File: src/rtl/vga_pkg.sv
// Shared constants, FSM encoding and edge arithmetic for the VGA object stages.
// Package only: no latency of its own.
// No flow control; everything here is combinational helpers and constants.
package vga_pkg;

  // Visible raster and the blank row on which frame-rate state is updated.
  localparam int unsigned H_PIX    = 640;
  localparam int unsigned V_PIX    = 480;
  localparam int unsigned REFR_ROW = V_PIX + 1;

  // Object defaults.
  localparam int unsigned BALL_SIZE_DEF = 8;
  localparam int unsigned BALL_V_DEF    = 2;

  // 3-bit colours {r,g,b}.
  localparam logic [2:0] RGB_BLACK = 3'b000;
  localparam logic [2:0] RGB_RED   = 3'b100;
  localparam logic [2:0] RGB_BLUE  = 3'b001;

  typedef enum logic [1:0] {
    ST_IDLE  = 2'd0,
    ST_RUN   = 2'd1,
    ST_PAUSE = 2'd2
  } ball_state_e;

  // Result of advancing one axis by one frame.
  typedef struct packed {
    logic [9:0] pos;
    logic       fwd;   // 1 = increasing coordinate
    logic       flip;  // direction reversed this frame
  } axis_step_t;

  // Advance one axis. Sums are widened to 11 bits so pos+vel+size never wraps,
  // and the backward move checks pos < vel before subtracting.
  function automatic axis_step_t axis_step(input logic [9:0]  pos,
                                           input logic        fwd,
                                           input int unsigned vel,
                                           input int unsigned size,
                                           input int unsigned lim);
    axis_step_t r;
    logic [10:0] pos_w;
    logic [10:0] fwd_w;
    pos_w  = {1'b0, pos};
    fwd_w  = pos_w + 11'(vel);
    r.pos  = pos;
    r.fwd  = fwd;
    r.flip = 1'b0;
    if (fwd) begin
      if ((fwd_w + 11'(size - 1)) >= 11'(lim - 1)) begin
        r.pos  = 10'(lim - size);
        r.fwd  = 1'b0;
        r.flip = 1'b1;
      end else begin
        r.pos = fwd_w[9:0];
      end
    end else if (pos_w < 11'(vel)) begin
      r.pos  = '0;
      r.fwd  = 1'b1;
      r.flip = 1'b1;
    end else begin
      r.pos = pos - 10'(vel);
    end
    return r;
  endfunction

  // True when pix lies in [lo, lo+size-1], compared in 11 bits.
  function automatic logic in_span(input logic [9:0]  pix,
                                   input logic [9:0]  lo,
                                   input int unsigned size);
    logic [10:0] p;
    logic [10:0] l;
    p = {1'b0, pix};
    l = {1'b0, lo};
    return (p >= l) && (p <= (l + 11'(size - 1)));
  endfunction

endpackage

File: src/rtl/vga_frame_tick.sv
// One-cycle pulse on the first clk of pixel (COL, ROW), i.e. once per frame in blank.
// Latency: combinational from pix_x_i/pix_y_i; edge detect register holds one cycle of history.
// No backpressure; the pulse is emitted unconditionally.
module vga_frame_tick
  import vga_pkg::*;
#(
  parameter int unsigned ROW = REFR_ROW,
  parameter int unsigned COL = 0
) (
  input  logic       clk,
  input  logic       reset,
  input  logic [9:0] pix_x_i,
  input  logic [9:0] pix_y_i,
  output logic       refr_tick_o
);

  logic raw;
  logic raw_q;

  assign raw = (pix_y_i == 10'(ROW)) && (pix_x_i == 10'(COL));

  // Remember last cycle's match so a pixel lasting several clks fires once.
  always_ff @(posedge clk) begin
    if (reset) begin
      raw_q <= 1'b0;
    end else begin
      raw_q <= raw;
    end
  end

  assign refr_tick_o = raw & ~raw_q;

endmodule

File: src/rtl/vga_ball_anim.sv
// Bouncing square ball: start/pause FSM, per-frame motion, bounce counter, RGB mux.
// Latency: rgb is registered, 1 clk after video_on/pix_x/pix_y.
// No backpressure; follows the raster from vga_sync every clk.
module vga_ball_anim
  import vga_pkg::*;
#(
  parameter int unsigned H_PIX     = vga_pkg::H_PIX,
  parameter int unsigned V_PIX     = vga_pkg::V_PIX,
  parameter int unsigned BALL_SIZE = BALL_SIZE_DEF,
  parameter int unsigned BALL_V    = BALL_V_DEF,
  parameter logic [2:0]  BALL_RGB  = RGB_RED,
  parameter logic [2:0]  BG_RGB    = RGB_BLUE
) (
  input  logic       clk,
  input  logic       reset,
  input  logic       video_on,
  input  logic [9:0] pix_x,
  input  logic [9:0] pix_y,
  input  logic       start,
  input  logic       pause,
  output logic [2:0] rgb,
  output logic [7:0] bounce_cnt,
  output logic       running
);

  localparam logic [9:0] X_CTR = 10'((H_PIX - BALL_SIZE) / 2);
  localparam logic [9:0] Y_CTR = 10'((V_PIX - BALL_SIZE) / 2);

  logic        refr_tick;
  ball_state_e state_q, state_d;
  logic [9:0]  x_q, x_d, y_q, y_d;
  logic        dir_x_q, dir_x_d, dir_y_q, dir_y_d;
  logic [7:0]  cnt_q, cnt_d;
  logic [2:0]  rgb_q, rgb_d;
  logic        move;
  logic        ball_on;
  axis_step_t  x_step, y_step;

  vga_frame_tick #(
    .ROW (V_PIX + 1),
    .COL (0)
  ) u_frame_tick (
    .clk         (clk),
    .reset       (reset),
    .pix_x_i     (pix_x),
    .pix_y_i     (pix_y),
    .refr_tick_o (refr_tick)
  );

  // FSM state register.
  always_ff @(posedge clk) begin
    if (reset) begin
      state_q <= ST_IDLE;
    end else begin
      state_q <= state_d;
    end
  end

  // Next state: start only matters from IDLE; pause toggles RUN/PAUSE as a level.
  always_comb begin
    state_d = state_q;
    unique case (state_q)
      ST_IDLE:  if (start)  state_d = ST_RUN;
      ST_RUN:   if (pause)  state_d = ST_PAUSE;
      ST_PAUSE: if (!pause) state_d = ST_RUN;
      default:  state_d = ST_IDLE;
    endcase
  end

  assign running = (state_q == ST_RUN);

  // Motion uses the registered state, so entering RUN on a tick edge does not move.
  assign move   = refr_tick && (state_q == ST_RUN);
  assign x_step = axis_step(x_q, dir_x_q, BALL_V, BALL_SIZE, H_PIX);
  assign y_step = axis_step(y_q, dir_y_q, BALL_V, BALL_SIZE, V_PIX);

  // Position, direction and bounce count next-state; IDLE pins the ball to centre.
  always_comb begin
    x_d     = x_q;
    y_d     = y_q;
    dir_x_d = dir_x_q;
    dir_y_d = dir_y_q;
    cnt_d   = cnt_q;
    if (state_q == ST_IDLE) begin
      x_d     = X_CTR;
      y_d     = Y_CTR;
      dir_x_d = 1'b1;
      dir_y_d = 1'b1;
    end else if (move) begin
      x_d     = x_step.pos;
      y_d     = y_step.pos;
      dir_x_d = x_step.fwd;
      dir_y_d = y_step.fwd;
      // A corner hit flips both axes but is one bounce.
      if (x_step.flip || y_step.flip) begin
        cnt_d = cnt_q + 8'd1;
      end
    end
  end

  // Motion registers.
  always_ff @(posedge clk) begin
    if (reset) begin
      x_q     <= X_CTR;
      y_q     <= Y_CTR;
      dir_x_q <= 1'b1;
      dir_y_q <= 1'b1;
      cnt_q   <= '0;
    end else begin
      x_q     <= x_d;
      y_q     <= y_d;
      dir_x_q <= dir_x_d;
      dir_y_q <= dir_y_d;
      cnt_q   <= cnt_d;
    end
  end

  assign bounce_cnt = cnt_q;

  // Pixel colour; position only changes in vertical blank, so no tearing.
  always_comb begin
    ball_on = in_span(pix_x, x_q, BALL_SIZE) && in_span(pix_y, y_q, BALL_SIZE);
    rgb_d   = RGB_BLACK;
    if (video_on) begin
      rgb_d = ball_on ? BALL_RGB : BG_RGB;
    end
  end

  // Output pixel register.
  always_ff @(posedge clk) begin
    if (reset) begin
      rgb_q <= RGB_BLACK;
    end else begin
      rgb_q <= rgb_d;
    end
  end

  assign rgb = rgb_q;

endmodule

File: config.mk
export PLATFORM = sky130hd
export DESIGN_NAME = vga_ball_anim
export DESIGN_NICKNAME = d
export VERILOG_FILES = /design/src/rtl/vga_pkg.sv /design/src/rtl/vga_frame_tick.sv /design/src/rtl/vga_ball_anim.sv
export SDC_FILE = /design/constraint.sdc
export NUM_CORES = 1
export LEC_CHECK = 0
export CAP_MARGIN = 20
export CELL_PAD_IN_SITES_DETAIL_PLACEMENT = 0
export CELL_PAD_IN_SITES_GLOBAL_PLACEMENT = 1
export CORE_MARGIN = 1
export CORE_UTILIZATION = 39
export DETAILED_ROUTE_END_ITERATION = 7
export PLACE_DENSITY = 0.82
export SLEW_MARGIN = 20
export SYNTH_ARGS = -nofsm -noshare
export SYNTH_HDL_FRONTEND = slang
export SYNTH_SLANG_ARGS = --single-unit
export TNS_END_PERCENT = 100
File: constraint.sdc
create_clock -name clk -period 2.9 [get_ports clk]
set_input_delay 0.58 -clock clk [delete_from_list [all_inputs] [get_ports clk]]
set_output_delay 0.58 -clock clk [all_outputs]
set_load 0.01 [all_outputs]
==> results of run 1 <==
cell usage in the layout, fill, tap and decap left out, types with 8 or more instances in the layout:
cell | netlist | layout
buf_4 | 4 | 95
nand2_1 | 41 | 40
ha_1 | 45 | 40
nor2_1 | 42 | 38
a21oi_1 | 35 | 35
clkdlybuf4s50_1 | 0 | 35
xnor2_1 | 25 | 24
dfxtp_1 | 33 | 24
inv_1 | 27 | 23
o21ai_0 | 25 | 23
nand4_1 | 14 | 14
nor3_1 | 16 | 12
nand2b_1 | 11 | 11
nand3_1 | 11 | 11
nor4_1 | 12 | 10
o21ai_1 | 7 | 9
nor2b_1 | 8 | 8
worst paths after layout:
check,from,endpoint,slack [ns],cells after the start
hold reg to reg,bounce_cnt[1],bounce_cnt[1],0.53,2
hold / removal,bounce_cnt[1],bounce_cnt[1],0.53,2
setup / recovery,y_q[1],rgb[0],0.11,15
setup reg to reg,y_q[1],rgb[0],0.11,15
timing repair:
item                                    CTS  global route
pin swaps                                 1            17
endpoints found under the setup margin    9            21
cloned                                    0             0
setup buffers                             0             4
resized for setup                         6            37
per-layer routing:
layer | GRT usage (%) | share of wire, % | up-vias
met3 | 3.19 | 4.1 | 36
met1 | 29.0 | 43 | 2037
met2 | 42.5 | 49 | 122
met5 | 0 | 0 | -
met4 | 11.5 | 3.5 | 0
li1 | - | - | 2149
worst max-delay path: cells and delay by family (launching register included):
kind	cells	cell delay, ns
adders and majority gates	2	0.50
buffers and inverters	3	0.33
and+or+nand+nor	6	1.04
AOI/OAI and AO/OA	3	0.35
xor gates and xnor gates	1	0.08
DFF	1	0.37
final cells by class:
type	instances	share of cell area [%]
Multi-Input combinational cell	427	59.0
Tap cell	133	3.12
Inverter	31	2.18
Timing Repair Buffer	132	20.5
Clock buffer	5	1.29
Sequential cell	33	12.7
Clock inverter	3	1.22
report_power, final:
part | internal (mW) | leakage, nW | switching (mW) | total (mW)
clock | 0.342 | 0.0681 | 0.185 | 0.527
combinational | 0.0739 | 1.87 | 0.0630 | 0.137
sequential | 0.454 | 0.266 | 0.00309 | 0.457
total | 0.869 | 2.21 | 0.251 | 1.12
cells by family after synthesis:
group | synth area share [%]
xor gates and xnor gates | 6.22
AOI/OAI and AO/OA | 24.9
DFF | 16.7
other | 0.0951
buffers and inverters | 7.49
adders and majority gates | 14.3
muxes | 2.03
and+or+nand+nor | 28.2
registers in the layout (all words and copies together), names as in the netlist:
register / cells
x_q: 9
y_q: 9
bounce_cnt: 8
rgb: 2
state_q: 2
dir_x_q: 1
dir_y_q: 1
u_frame_tick.raw_q: 1
stage by stage:
stage	instances	setup WS (ns)	instance area [µm²]	hold WS [ns]
floorplan	526	0.00153	3970	0.508
global placement	752	-0.157	5010	0.514
detailed placement	752	-0.176	5010	0.521
CTS	760	0.00282	5190	0.532
global route	764	-0.0695	5340	0.588
finish	764	0.113	5340	0.526
==> key figures, run 1 <==
Layout
  • Antenna Cells: 0
  • Core Util, Final: 54.6%
  • Footprint of the multi-input gates: 3150 µm²
  • Share of cells above drive strength 1: 26.5%
  • Register area: 677 µm²
  • Area Overhead vs Synth: 35.3%
  • Nets@finish: 700
  • Fillers: 916

Detailed routing
  • DRT Pass-1 Iters: 5
  • WL final: 12.1 mm
  • WL/cell: 15.8 µm
  • Post-DRT Antenna Nets: 0
  • Drt drc: 0
  • Starting DRT DRC Count: 204
  • Vias post-DR: 4344
  • Vias per std cell: 5.69

Global route
  • Overflow after GRT: 0
  • Vias in the first global route: 4295
  • GR Util All Layers: 24.2%
  • Initial antenna violation count: 0
  • First-pass GRT wire length: 20.1 mm
  • Largest net degree at the start of global routing: 14

Clock tree
  • Clock Path Buffers: 2
  • Root Driver: clkbuf_8
  • Clock Sinks: 33
  • TritonCTS Buffers: 5
  • CTS tree: done
  • Post-CTS Hold Fix Bufs: 0
  • Register clock-pin slew on the reported worst setup and hold paths: 0.08 ns
  • H-tree depth: 2
  • Clock Latency Late Sink: 0.29 ns

Power and ir drop
  • PwrDens: 210 nW/µm²
  • VDD IR-drop max: 0.215 mV
  • Total Power: 1.12 mW
  • Static Leak: 2.21 nW

STA
  • Slew Limit Fails: 0
  • Unrepaired setup endpoints after global routing: true
  • Min Clock Period, post-route: 2.79 ns
  • Tcrit/Tclk final: 96.1%
  • F_max: 0.359 GHz
  • Final hold viol count: 0
  • Worst-margin pin slew: 0.734 ns
  • # setup viols final: 0
  • Slew HR: 50.8%
  • Setup TNS: 0 ns
  • Clk_skew: 0.0147 ns

Status
  • Status: complete, no violations

Setup path
  • CP Class: flop to flop
  • Worst Setup End Kind: flop
  • Worst path cell trace: inv_2 -> buf_4 -> ha_2 -> buf_6 -> nor2_2 -> xnor2_1 -> ha_1 -> nand4b_1 -> nor3_2 -> a41oi_2 -> nand2_1 -> o221ai_1 -> a21oi_1 -> nand4_1 -> and3b_1
  • Worst path arrival time: 2.98 ns
  • CP required: 3.09 ns
  • Slowest stage delay, CP: 0.37 ns
  • CP max stage cell: dfxtp_4
  • CP startpoint kind: flop
  • Maximum fanout along the worst path: 5

Placed design
  • Port Buf Inserts: 35
  • Routability Congestion: 0.988
  • DP Wirelength: 9.61 mm

Run
  • Max-Cap Viols: 0

Synth
  • Post-synth EDFFs: 0
  • Average cell area after synthesis: 7.50 µm²
  • Main area contributors after synthesis: dfxtp_1 (17%), ha_1 (14%), xnor2_1 (5.6%), a21oi_1 (4.4%), nor2_1 (4.0%)
  • Most numerous cell in the Yosys netlist: ha_1
  • Synth cell types: 79
  • Synth warn: 0
  • Cells after Synth: 526
  • Asr flop ratio synth: 0%
  • Synth Cell Area: 3950 µm²
  • Seq/Total Area, Yosys: 16.7%
  • Syn_nets: 596
  • Cell accounting for the most synthesized area: dfxtp_1
  • Synthesized flop and latch total: 33
  • Synth top cells by count: ha_1 (45), nor2_1 (42), nand2_1 (41)
  • Post-synth top flop: dfxtp_1
  • Top cell type's share of synthesized area: 16.7%

Die
  • Starting Density: 40.4%
  • Core area: 9770 µm²
  • Die Span Y: 103 µm
  • Die area: 10500 µm²
  • Row Count: 36
  • Die Span X: 103 µm
  • Io pins: 37

Worst hold path
  • Hold Path Class: flop to flop
No activity file was read; power rests on OpenSTA's default activity.
==> inputs of run 2 (changes only) <==
- MAX_ROUTING_LAYER: unset -> met4
- PLACE_DENSITY: 0.82 -> 0.73
==> key figures, run 2 (same netlist as run 1, synthesis figures left out) <==
Detailed routing
  • DRT Pass-1 Iters: 4
  • Vias per std cell: 5.66
  • WL/cell: 16.1 µm
  • WL final: 12.6 mm
  • Vias post-DR: 4425
  • Starting DRT DRC Count: 273
  • Drt drc: 0
  • Post-DRT Antenna Nets: 0

Power and ir drop
  • Cell Int Power: 0.811 mW
  • Switching power total: 0.241 mW
  • Static Leak: 2.29 nW
  • PwrDens: 188 nW/µm²
  • Flop pwr share: 43.2%
  • Clock share of power: 43.2%
  • VDD IR-drop max: 0.215 mV
  • Sw Ratio: 22.9%
  • Total Power: 1.05 mW
  • Comb power frac: 13.6%

Die
  • Core area: 9770 µm²
  • Die Span Y: 103 µm
  • Die area: 10500 µm²
  • Io pins: 37
  • Die Span X: 103 µm
  • Starting Density: 40.4%
  • Row Count: 36

Setup path
  • CP startpoint kind: flop
  • Worst path cell trace: inv_4 -> buf_4 -> ha_4 -> buf_6 -> xor2_2 -> ha_1 -> a21o_1 -> a21o_1 -> a21o_1 -> a21oi_2 -> o21ai_1 -> nand3_1 -> nand4_1 -> and3b_1
  • Critical Path Most Common Cell: a21o_1
  • Worst path arrival time: 3.00 ns
  • Maximum fanout along the worst path: 5
  • Worst Setup End Kind: flop
  • CP required: 3.08 ns
  • CP Class: flop to flop
  • CP max stage cell: dfxtp_4
  • Slowest stage delay, CP: 0.41 ns

Worst hold path
  • Hold Path Class: flop to flop

Clock tree
  • CTS tree: done
  • Root Driver: clkbuf_8
  • Register clock-pin slew on the reported worst setup and hold paths: 0.08 ns
  • H-tree depth: 2
  • Clock Latency Late Sink: 0.29 ns
  • Post-CTS Hold Fix Bufs: 0
  • TritonCTS Buffers: 5
  • Clock Sinks: 33
  • Clock Path Buffers: 2

STA
  • Min Clock Period, post-route: 2.82 ns
  • Final hold viol count: 0
  • Slew HR: 61.0%
  • # setup viols final: 0
  • Setup ws final: 0.0789 ns
  • Clk_skew: 0.00874 ns
  • F_max: 0.354 GHz
  • Unrepaired setup endpoints after global routing: true
  • Slew Limit Fails: 0
  • Tcrit/Tclk final: 97.3%
  • Worst-margin pin slew: 0.582 ns

Placed design
  • Placement Setup Slack: -0.189 ns
  • DP Wirelength: 9.74 mm
  • Routability Congestion: 0.958
  • Inst Count DP: 765
  • Port Buf Inserts: 35

Layout
  • Nets@finish: 718
  • Fillers: 928
  • Most frequent cells in the layout: buf_4 (109), nand2_1 (40), nor2_1 (39), ha_1 (38), clkdlybuf4s50_1 (35)
  • Non-filler cells, final: 782
  • Most common cell after layout, fill and taps aside: buf_4
  • Area Overhead vs Synth: 42.1%
  • Share of cells above drive strength 1: 30.4%
  • Antenna Cells: 0

Run
  • Max-Cap Viols: 0

Global route
  • First-pass GRT wire length: 19.7 mm
  • Initial antenna violation count: 0
  • Largest net degree at the start of global routing: 28
  • Overflow after GRT: 0
  • GR Util All Layers: 24.6%
  • Vias in the first global route: 4080

Status
  • Status: complete, no violations
## run 2: final timing paths
kind,startpoint,end,slack [ns],depth (start not counted)
max,y_q[1],rgb[0],0.08,14
min,bounce_cnt[1],bounce_cnt[1],0.55,2
max reg2reg,y_q[1],rgb[0],0.08,14
min reg2reg,bounce_cnt[1],bounce_cnt[1],0.55,2
## run 2: what timing repair did
action                     in CTS  in global routing
setup buffers                   2                  7
resized for setup               6                 65
gates cloned                    0                  1
pin swaps                       5                 33
setup endpoints to repair       8                 17
## run 2: power by group through the flow
stage | sequential [mW] | combinational [mW] | clock (mW)
after floorplan | 0.469 | 0.0626 | 0
after global placement | 0.469 | 0.137 | 0
after detailed placement | 0.469 | 0.140 | 0
after CTS | 0.459 | 0.142 | 0.467
after global routing | 0.454 | 0.160 | 0.489
final | 0.454 | 0.143 | 0.454
## run 2: metrics by stage
stage	setup TNS, ns	cell area (µm²)	util [%]	hold WS, ns
after floorplan	0	3970	-	0.508
after global placement	-1.68	5110	52.3	0.508
after detailed placement	-2.11	5110	52.3	0.520
after CTS	0	5290	54.1	0.542
after global routing	-0.0138	5610	57.4	0.580
final	0	5610	57.4	0.547
## run 2: layout make-up
class                      instances  area, µm²  share of cell area, %
clock buffer                       7       86.3                   1.54
sequential                        33        684                   12.2
clock inverter                     1       30.0                  0.536
multi-input combinational        427       3250                   58.0
tap                              133        166                   2.97
timing repair buffer             150       1260                   22.5
inverter                          31        124                   2.21
## run 2: worst max-delay path: cells and delay by family (launching register included)
| family | cells | cell delay (ns) |
|---|---|---|
| flops | 1 | 0.41 |
| fa+ha+maj | 2 | 0.50 |
| compound gates | 5 | 0.70 |
| simple gates | 3 | 0.63 |
| xor+xnor | 1 | 0.14 |
| buf+inv | 3 | 0.33 |
## run 2: layer usage
layer  vias to the layer above  global-route usage (%)  routed length, µm
met4                         0                    5.82                161
met2                       123                    39.2               5750
li1                       2180                       -                  -
met3                        15                    2.64                645
met5                         -                       -                  0
met1                      2107                    33.4               6070
==> inputs of run 3 (changes only) <==
- REMOVE_ABC_BUFFERS: unset -> 1
- SYNTH_HIERARCHICAL: unset -> 1
==> key figures, run 3 <==
Status
  • Status: complete, no violations

Global route
  • Vias in the first global route: 3748
  • Overflow after GRT: 0
  • Initial antenna violation count: 0
  • First-pass GRT wire length: 18.9 mm
  • Largest net degree at the start of global routing: 20
  • GR Util All Layers: 24.2%

Power and ir drop
  • Total Power: 0.972 mW
  • Comb power frac: 15.7%
  • Cell Int Power: 0.707 mW
  • Flop pwr share: 47.2%
  • Static Leak: 1.97 nW
  • Sw Ratio: 27.2%
  • Switching power total: 0.265 mW
  • VDD IR-drop max: 0.149 mV
  • Clock share of power: 37.1%
  • PwrDens: 198 nW/µm²

Synth
  • Synth top cells by count: ha_1 (45), a21oi_1 (41), nor2_1 (36)
  • Synthesized flop and latch total: 33
  • Synth warn: 6
  • Post-synth EDFFs: 0
  • Cell accounting for the most synthesized area: dfxtp_1
  • Top cell type's share of synthesized area: 17.4%
  • Main area contributors after synthesis: dfxtp_1 (17%), ha_1 (15%), xnor2_1 (5.8%), a21oi_1 (5.4%), o21ai_0 (4.2%)
  • Cells after Synth: 494
  • Post-synth top flop: dfxtp_1
  • Synth cell types: 81
  • Average cell area after synthesis: 7.67 µm²
  • Asr flop ratio synth: 0%
  • Synth Cell Area: 3790 µm²
  • Most numerous cell in the Yosys netlist: ha_1
  • Seq/Total Area, Yosys: 17.4%

Die
  • Core area: 9330 µm²
  • Io pins: 37
  • Die area: 10100 µm²
  • Die Span Y: 101 µm
  • Row Count: 35
  • Starting Density: 40.6%
  • Die Span X: 101 µm

STA
  • Slew Limit Fails: 0
  • Unrepaired setup endpoints after global routing: true
  • Min Clock Period, post-route: 2.78 ns
  • Clk_skew: 0.00689 ns
  • # setup viols final: 0
  • Final hold viol count: 0
  • Slew HR: 64.8%
  • Worst-margin pin slew: 0.527 ns
  • Tcrit/Tclk final: 95.8%
  • Setup TNS: 0 ns
  • F_max: 0.360 GHz

Setup path
  • CP Class: flop to flop
  • CP required: 3.09 ns
  • Worst path arrival time: 2.97 ns
  • Worst Setup End Kind: flop
  • Reg2Reg Setup Slack: 0.12 ns
  • Maximum fanout along the worst path: 6
  • CP startpoint kind: flop

Placed design
  • Routability Congestion: 0.896
  • DP Wirelength: 9.10 mm
  • Port Buf Inserts: 35

Clock tree
  • Clock Path Buffers: 2
  • Root Driver: clkbuf_8
  • Clock Latency Late Sink: 0.29 ns
  • H-tree depth: 2
  • Register clock-pin slew on the reported worst setup and hold paths: 0.08 ns
  • TritonCTS Buffers: 5
  • Clock Sinks: 33
  • Post-CTS Hold Fix Bufs: 0
  • CTS tree: done

Detailed routing
  • Vias per std cell: 5.63
  • Starting DRT DRC Count: 334
  • Drt drc: 0
  • Vias post-DR: 4003
  • Post-DRT Antenna Nets: 0
  • DRT Pass-1 Iters: 4
  • WL/cell: 16.0 µm
  • WL final: 11.4 mm

Layout
  • Antenna Cells: 0
  • Area Overhead vs Synth: 29.7%
  • Core Util, Final: 52.7%
  • Most frequent cells in the layout: buf_4 (74), ha_1 (39), a21oi_1 (38), nand2_1 (35), clkdlybuf4s50_1 (35)
  • Share of cells above drive strength 1: 24.2%
  • Nets@finish: 651
  • Fillers: 892
  • Most common cell after layout, fill and taps aside: buf_4

Run
  • Max-Cap Viols: 0

Worst hold path
  • Hold Path Class: flop to flop
## run 3: cell count changes after synthesis, sizes merged, moves of 5 or more
cell / change
and2: -5
nand2: -5
a211oi: +7
o21ai: +5
nand4: -6
mux2: -5
a21oi: +6
or3: +5
a31oi: -5
## run 3: timing repair
action                     4_1_cts  5_1_grt
buffers inserted                 1        3
resized for setup                9       25
pin swaps                        1       15
setup endpoints to repair       11       22
cloned                           0        1
## run 3: cell type report
class                      instances  area (µm²)  area share [%]
tap                              129         161            3.28
timing repair buffer             110         917            18.7
inverter                          26         100            2.04
clock buffer                       5        68.8            1.40
clock inverter                     3        17.5           0.356
multi-input combinational        405        2990            60.8
sequential                        33         664            13.5
## run 3: metal layers
metal | part of all wire [%] | vias to the layer above | routed length [µm] | GRT usage (%)
met5 | 0 | - | 0 | -
met4 | 1.1 | 0 | 127 | 6.47
met3 | 5.3 | 11 | 603 | 2.98
met2 | 44 | 127 | 4990 | 35.7
met1 | 50 | 1881 | 5690 | 34.7
li1 | - | 1984 | - | -
## run 3: power groups by stage
stage	logic (mW)	registers [mW]	clock network (mW)
6_report	0.152	0.459	0.361
5_1_grt	0.170	0.459	0.390
4_1_cts	0.149	0.459	0.369
3_5_place_dp	0.147	0.469	0
3_3_place_gp	0.146	0.469	0
2_1_floorplan	0.0556	0.469	0
## run 3: kinds of logic after synthesis
| group | share of synthesized area, % |
|---|---|
| AO/OA/AOI/OAI | 25.3 |
| XOR/XNOR | 6.93 |
| adder cells (fa/ha/maj) | 14.9 |
| buffers and inverters | 7.46 |
| flip-flops | 17.4 |
| multiplexers | 0.528 |
| other | 0.0989 |
| AND/OR/NAND/NOR | 27.4 |
## run 3: worst paths after layout
check,from,end,depth (start not counted)
max,x_q[1],bounce_cnt[1],12
min,bounce_cnt[7],bounce_cnt[7],2
min reg2reg,bounce_cnt[7],bounce_cnt[7],2
max reg2reg,x_q[1],bounce_cnt[1],12
## run 3: critical path: stages, from the launching register on
cell and delay, ns:
dfxtp_1 0.36, inv_2 0.06, ha_2 0.33, inv_1 0.09, a21boi_1 0.09, a311oi_2 0.36, a211oi_1 0.13, a41o_1 0.26
o31a_4 0.38, a2bb2oi_4 0.21, buf_4 0.17, mux2i_1 0.19, nor2_1 0.05
## run 3: stage by stage
step                setup WS [ns]  hold WS [ns]  instances  area, µm²
floorplan                  -0.362         0.496        463       3600
global placement           -0.240         0.474        698       4650
detailed placement         -0.400         0.477        698       4650
CTS                       0.00342         0.489        707       4790
global route              -0.0214         0.542        711       4920
finish                      0.121         0.483        711       4920
